==> src/rtl/spiker_stream_pkg.sv <==
// Shared types and sizing helpers for the spike stream reader.
// States, beat count and beat-index width are derived here so every user agrees on them.
package spiker_stream_pkg;

    typedef enum logic [1:0] {
        ST_IDLE   = 2'd0,
        ST_STREAM = 2'd1,
        ST_DONE   = 2'd2
    } state_e;

    // Number of output beats needed to cover n_spikes bits, rounding up.
    function automatic int calc_n_beats(input int n_spikes, input int spikes_per_beat);
        return (n_spikes + spikes_per_beat - 1) / spikes_per_beat;
    endfunction

    // The index counter must be able to represent 0 .. n_beats.
    function automatic int beat_idx_width(input int n_beats);
        return $clog2(n_beats + 1);
    endfunction

endpackage

==> src/rtl/spiker_stream_reader.sv <==
// Snapshots the spike register words and streams them to the neuron core as
// fixed-width beats over valid/ready, in LSB-first or MSB-first order.
module spiker_stream_reader
    import spiker_stream_pkg::*;
#(
    parameter int WORD_WIDTH      = 32,
    parameter int N_REG           = 25,
    parameter int N_SPIKES        = 784,
    parameter int SPIKES_PER_BEAT = 4,
    localparam int N_BEATS        = calc_n_beats(N_SPIKES, SPIKES_PER_BEAT),
    localparam int IDX_W          = beat_idx_width(N_BEATS)
) (
    input  logic                          clk_i,
    input  logic                          rst_i,
    input  logic [N_REG*WORD_WIDTH-1:0]   regs_i,
    input  logic                          start_i,
    input  logic                          msb_first_i,
    input  logic                          abort_i,
    output logic [SPIKES_PER_BEAT-1:0]    spikes_o,
    output logic                          spikes_valid_o,
    input  logic                          spikes_ready_i,
    output logic [IDX_W-1:0]              beat_idx_o,
    output logic                          busy_o,
    output logic                          done_o
);

    // The shift register is padded to a whole number of beats; the pad bits are
    // zero so a partial last beat drives 0 in its out-of-range positions.
    localparam int              SH_W     = N_BEATS * SPIKES_PER_BEAT;
    localparam int              PAD      = SH_W - N_SPIKES;
    localparam logic [IDX_W-1:0] LAST_IDX = IDX_W'(N_BEATS - 1);

    state_e             state_q;
    logic [SH_W-1:0]    shreg_q;
    logic               msb_q;
    logic [IDX_W-1:0]   idx_q;

    logic [SH_W-1:0]    snap_lsb;
    logic [SH_W-1:0]    snap_msb;
    logic               xfer;
    logic               unused_regs;

    // Snapshot bits above N_SPIKES-1 are dropped here and never emitted.
    assign snap_lsb    = SH_W'(regs_i[N_SPIKES-1:0]);
    assign snap_msb    = snap_lsb << PAD;
    assign unused_regs = ^regs_i;

    assign xfer = (state_q == ST_STREAM) && spikes_ready_i;

    // NOTE: sequential state uses non-blocking assignments so every register
    // samples pre-edge values, independent of statement order.
    always_ff @(posedge clk_i or posedge rst_i) begin
        if (rst_i) begin
            state_q <= ST_IDLE;
            shreg_q <= '0;
            msb_q   <= 1'b0;
            idx_q   <= '0;
        end else if (abort_i) begin
            // Abort wins over start, transfer and the done handshake.
            state_q <= ST_IDLE;
            shreg_q <= '0;
            idx_q   <= '0;
        end else begin
            case (state_q)
                ST_IDLE: begin
                    if (start_i) begin
                        shreg_q <= msb_first_i ? snap_msb : snap_lsb;
                        msb_q   <= msb_first_i;
                        idx_q   <= '0;
                        state_q <= ST_STREAM;
                    end
                end
                ST_STREAM: begin
                    if (xfer) begin
                        shreg_q <= msb_q ? (shreg_q << SPIKES_PER_BEAT)
                                         : (shreg_q >> SPIKES_PER_BEAT);
                        if (idx_q == LAST_IDX) begin
                            state_q <= ST_DONE;
                        end else begin
                            idx_q <= idx_q + IDX_W'(1);
                        end
                    end
                end
                ST_DONE: begin
                    state_q <= ST_IDLE;
                    idx_q   <= '0;
                end
                default: begin
                    state_q <= ST_IDLE;
                    idx_q   <= '0;
                end
            endcase
        end
    end

    // The current beat sits at the end of the register the shift moves away from.
    assign spikes_o       = msb_q ? shreg_q[SH_W-1 -: SPIKES_PER_BEAT]
                                  : shreg_q[SPIKES_PER_BEAT-1:0];
    assign spikes_valid_o = (state_q == ST_STREAM);
    assign busy_o         = (state_q != ST_IDLE);
    assign done_o         = (state_q == ST_DONE);
    assign beat_idx_o     = idx_q;

endmodule

==> config.mk <==
export PLATFORM = sky130hd
export DESIGN_NAME = spiker_stream_reader
export DESIGN_NICKNAME = d
export VERILOG_FILES = /design/src/rtl/spiker_stream_pkg.sv /design/src/rtl/spiker_stream_reader.sv
export SDC_FILE = /design/constraint.sdc
export NUM_CORES = 2
export LEC_CHECK = 0
export CORE_MARGIN = 4
export CORE_UTILIZATION = 40
export DETAILED_ROUTE_END_ITERATION = 10
export PLACE_DENSITY = 0.65
export SLEW_MARGIN = 10
export SYNTH_ARGS = -nofsm -noshare
export SYNTH_HDL_FRONTEND = slang
export SYNTH_SLANG_ARGS = --single-unit
==> constraint.sdc <==
create_clock -name clk_i -period 33.8 [get_ports clk_i]
set_input_delay 10.14 -clock clk_i [delete_from_list [all_inputs] [get_ports clk_i]]
set_output_delay 10.14 -clock clk_i [all_outputs]
set_load 0.02 [all_outputs]
======== Word level (Yosys, flattened, before mapping) ========
Cells that the tools add are included.
Widths: inputs -> output; s select.
operators by class
  equal/unequal tests ..................... 7
  $add $sub $neg .......................... 1
  muxes and demuxes ....................... 16
  reduce and logical (&&, ||, !) cells .... 8
  bitwise logic cells ..................... 1
operator list
  kind                 number
  $mux 784             4
  $pmux 784 s2         1
  $mux 8               4
  $pmux 8 s2           1
  $reduce_and 3->1     4
  $add 8x1->8 const B  1
  $eq 8x8->1 const B   1
  $mux 2               4
  $ne 3x2->1 const B   2
  $ne 3x3->1 const B   2
  $mux 4               1
  $pmux 2 s2           1
  $reduce_bool 3->1    1
  $eq 2x1->1 const B   1
  $eq 2x2->1 const B   1
  $logic_not 2->1      1
  $reduce_bool 2->1    1
  $logic_and 1x1->1    1
  $not 1->1            1
word-level totals
  input bits .............................. 806
  bits in registers ....................... 795

======== Longest topological paths before layout ========
  word-level depth ........................ 5
  depth in mapped cells ................... 8

======== Worst setup path after synthesis ========
No wires, ideal clock.
  path kind ............................... reg-to-output
  from .................................... register msb_q
  to ...................................... output spikes_o[0]
  data arrival time ....................... 1,435 ps
  data required time ...................... 23,660 ps
  setup slack ............................. 22,225 ps
  cell stages (with the launch flop) ...... 6
  cells stage by stage .................... dfrtp_1 > buf_2 > buf_2 > buf_2 > buf_2 > mux2_2
between the ends
  word-level cells in the longest chain between the ends .. 1
RTL lines
  what                      line                        text
  start: declaration        spiker_stream_reader.sv:35  logic msb_q;
  start signal: assignment  spiker_stream_reader.sv:68  msb_q <= msb_first_i;
  $mux 4                    spiker_stream_reader.sv:97  assign spikes_o = msb_q ? shreg_q[SH_W-1 -: SPIKES_PER_BEAT]
  end: declaration          spiker_stream_reader.sv:19  output logic [SPIKES_PER_BEAT-1:0] spikes_o,
Every way passes these cells.

======== Worst setup path after layout ========
  from .................................... input start_i
  to ...................................... register shreg_q[675]
between the ends
  word-level cells in the longest chain between the ends .. 2
RTL lines
  what                        line                        text
  start: declaration          spiker_stream_reader.sv:16  input logic start_i,
  $ne 3x3->1 (no line)        -
  $reduce_and 3->1 (no line)  -
  end signal: assignment      spiker_stream_reader.sv:67  shreg_q <= msb_first_i ? snap_msb : snap_lsb;
  end signal: assignment      spiker_stream_reader.sv:75  shreg_q <= msb_q ? (shreg_q << SPIKES_PER_BEAT)
  end: declaration            spiker_stream_reader.sv:34  logic [SH_W-1:0] shreg_q;
Every way passes these cells.
A chain may end at the register's enable or synchronous reset.

==> impl_metrics.ini <==
[run_status]
status = complete, no violations

[placed_design]
io_buffer_count = 804
place_ws_ns = 18.00
placed_cell_area_sq_um = 57770
dpl.hpwl_mm = 115.4
gp_congestion = 0.8520

[worst_setup_path]
critPathMostFrequentCell = buf_4
cp-start-kind = input pin
ff2ff_path_depth = 8
arrival_ns = 15.93
r2r_slack_ns = 27.27
critical-path-max-stage-delay_ns = 0.97
critPathTopFamily = buffers and inverters
critPathKind = in -> reg
timing.rr.end = shreg_q[675]$_DFFE_PP0P_
reg2reg_from = state_q[0]$_DFFE_PP0P_
setup.worst_path.start = start_i
cp_slowest_cell = buf_4
path_buf_inv = 6
crit_chain = clkdlybuf4s50_1, mux2i_4, buf_4, buf_4, buf_4, buf_4, buf_4, o211ai_1, o31ai_1
cp_max_fo = 94
cp_num_cells = 9
worstPathRequired_ns = 34.35
cp-end-kind = flop

[pwr]
irDropWorstVdd_uv = 41.57
p_leak_nw = 20.96
p_per_area_nw_per_um2 = 47.44

[final_layout]
drive_gt1_share_pct = 5.043
post-route-util_pct = 48.83
syn2layout_area_growth_pct = 21.32
final_area_sq_um = 61320
fin_nets = 6539

[yosys]
synth_edf_count = 0
synth_ff_type = dfrtp_1
synth.area.top_cells = dfrtp_1 39%, o211ai_1 12%, a211oi_1 12%, o31ai_1 11%, nor2b_1 9.6%
mappedNetlistNets = 6348
synth_area_sq_um = 50550
synth.distinct_cells = 42
synthCells = 5540
yosys.area.top_type = dfrtp_1
synthArstFlopShare_pct = 100.0
synth_warnings = 0
seq_area_frac_synth_pct = 39.36
yosysTopAreaCellShare_pct = 39.36
avgSynthCellArea_sq_um = 9.124
ys_ff_latch = 795

[drt]
wirelength_mm = 188.8
via_per_inst = 6.443
vias = 48610
ant_nets = 0
drt_iter0_drc = 5952
wl_per_cell_microns = 25.02
drcViolationCount = 0
firstDrtPassIters = 6

[worst_hold_path]
hold_class = reg -> reg
hp-start = beat_idx_o[7]$_DFFE_PP0P_
whs_path_depth = 1
holdPathEnd = beat_idx_o[7]$_DFFE_PP0P_

[job]
drv_cap = 0

[timing]
rsz0062_at_grt = false
finalHoldViolCount = 0
slew_violations = 0
slew_headroom_pct = 6.864
setup_violations = 0
worst_pin_slew_ns = 1.397
fin_ws_ns = 18.42
hold_slack_ns = 0.5123
fmax_mhz = 65.02
tns_ns = 0
timing.final.crit_share_pct = 45.50
skew_ns = 0.02428
min_period_ns = 15.38

[clock_network]
cts_hold_buffers = 0
cts.repair.resized = 0
postCtsSetupBuffers = 0
clockRootBuffer = clkbuf_16
cts.sinks = 795
clk_pin_slew_ns = 0.06
clk_latency_ns = 0.69
cts_tree = built
ctsHtreeMaxLevel = 3
numCtsBuffers = 96
cts_buffer_depth = 3

[global_routing]
grt_use_met2_pct = 40.36
grt_pass1_vias = 46630
use_met3_pct = 4.608
grtUsageTotal_pct = 26.88
grt_pass1_wl_mm = 287.1
overflow = 0
antenna_found_initial = 88
grtUsageMet1_pct = 37.93
grt.busiest_layer = met2
grt_max_degree = 241

[floorplan]
rows = 130
die_area_sq_um = 132100
core_area_sq_um = 125600
start_util_pct = 40.25
io_pins = 821
die_w_microns = 363.5
dieHeight_microns = 363.5
flip-flops by register name (all words and copies together) (netlist names):
register,count
msb_q,1
shreg_q,784
state_q,2
beat_idx_o,8
through the flow:
stage                     instances  power, mW
after global routing           7523      3.035
after global placement         7283      1.795
after CTS                      7460      2.922
after detailed placement       7283      1.806
final                          7544      2.909
after floorplan                5540      1.582
worst reg2reg max path: stages (launching register included):
cell and delay [ns]:
dfrtp_1 0.95, mux2i_4 0.37, buf_4 0.85, buf_4 0.99, buf_4 1.07, buf_4 0.98, buf_4 0.85, o211ai_1 0.23
o31ai_1 0.13
synthesized netlist by cell type, types with 4 or more instances:
cell and n:
a211oi_1 776, a22oi_1 4, a32o_1 8, buf_2 45, buf_6 85, clkbuf_1 650, dfrtp_1 795, inv_1 7
mux2_2 13, nand2_1 5, nand3_1 6, nor2b_1 778, o211ai_1 778, o21ai_0 778, o31ai_1 740, o31ai_2 36
area by class of cell:
class	instances	area [sq um]
fill	11800	64250
multi-input combinational	3954	27010
sequential	795	19900
timing repair buffer	876	8738
clock buffer	144	2914
tap	1650	2064
clock inverter	33	427.9
antenna	84	210.2
inverter	8	52.55
logic make-up after synthesis:
logic type / after synthesis / synth area share, %
AOI/OAI and AO/OA: 3132 / 43.05
adders and majority gates: 2 / 0.04950
buffers and inverters: 791 / 7.255
DFF: 795 / 39.36
muxes: 14 / 0.3094
and+or+nand+nor: 806 / 9.973
metal layers:
| metal | routed length, microns | up-vias | share of wire, % |
|---|---|---|---|
| met1 | 83020 | 24420 | 44 |
| met3 | 12010 | 289 | 6.4 |
| li1 | - | 22150 | - |
| met2 | 87000 | 1736 | 46 |
| met5 | 135 | - | 0.072 |
| met4 | 6623 | 20 | 3.5 |
power breakdown:
part	internal [mW]	total [mW]	switching (mW)
sequential	1.06	1.16	0.102
clock	0.658	1.11	0.452
combinational	0.259	0.640	0.381
total	1.97	2.91	0.934
how the worst max path moves through the flow:
stage | end
global route | shreg_q[675]$_DFFE_PP0P_
global placement | shreg_q[688]$_DFFE_PP0P_
floorplan | beat_idx_o[0]$_DFFE_PP0P_
detailed placement | shreg_q[694]$_DFFE_PP0P_
finish | shreg_q[675]$_DFFE_PP0P_
CTS | shreg_q[675]$_DFFE_PP0P_
placed cells by master (no fill, tap or decap), types with 31 or more instances in the layout:
| cell type | count |
|---|---|
| o211ai_1 | 778 |
| o31ai_2 | 36 |
| clkdlybuf4s50_1 | 804 |
| diode_2 | 84 |
| clkbuf_8 | 31 |
| o31ai_1 | 740 |
| a211oi_1 | 776 |
| o21ai_0 | 778 |
| dfrtp_1 | 793 |
| nor2b_1 | 778 |
| clkbuf_16 | 97 |
| buf_4 | 60 |
No activity file was read; power rests on OpenSTA's default activity.
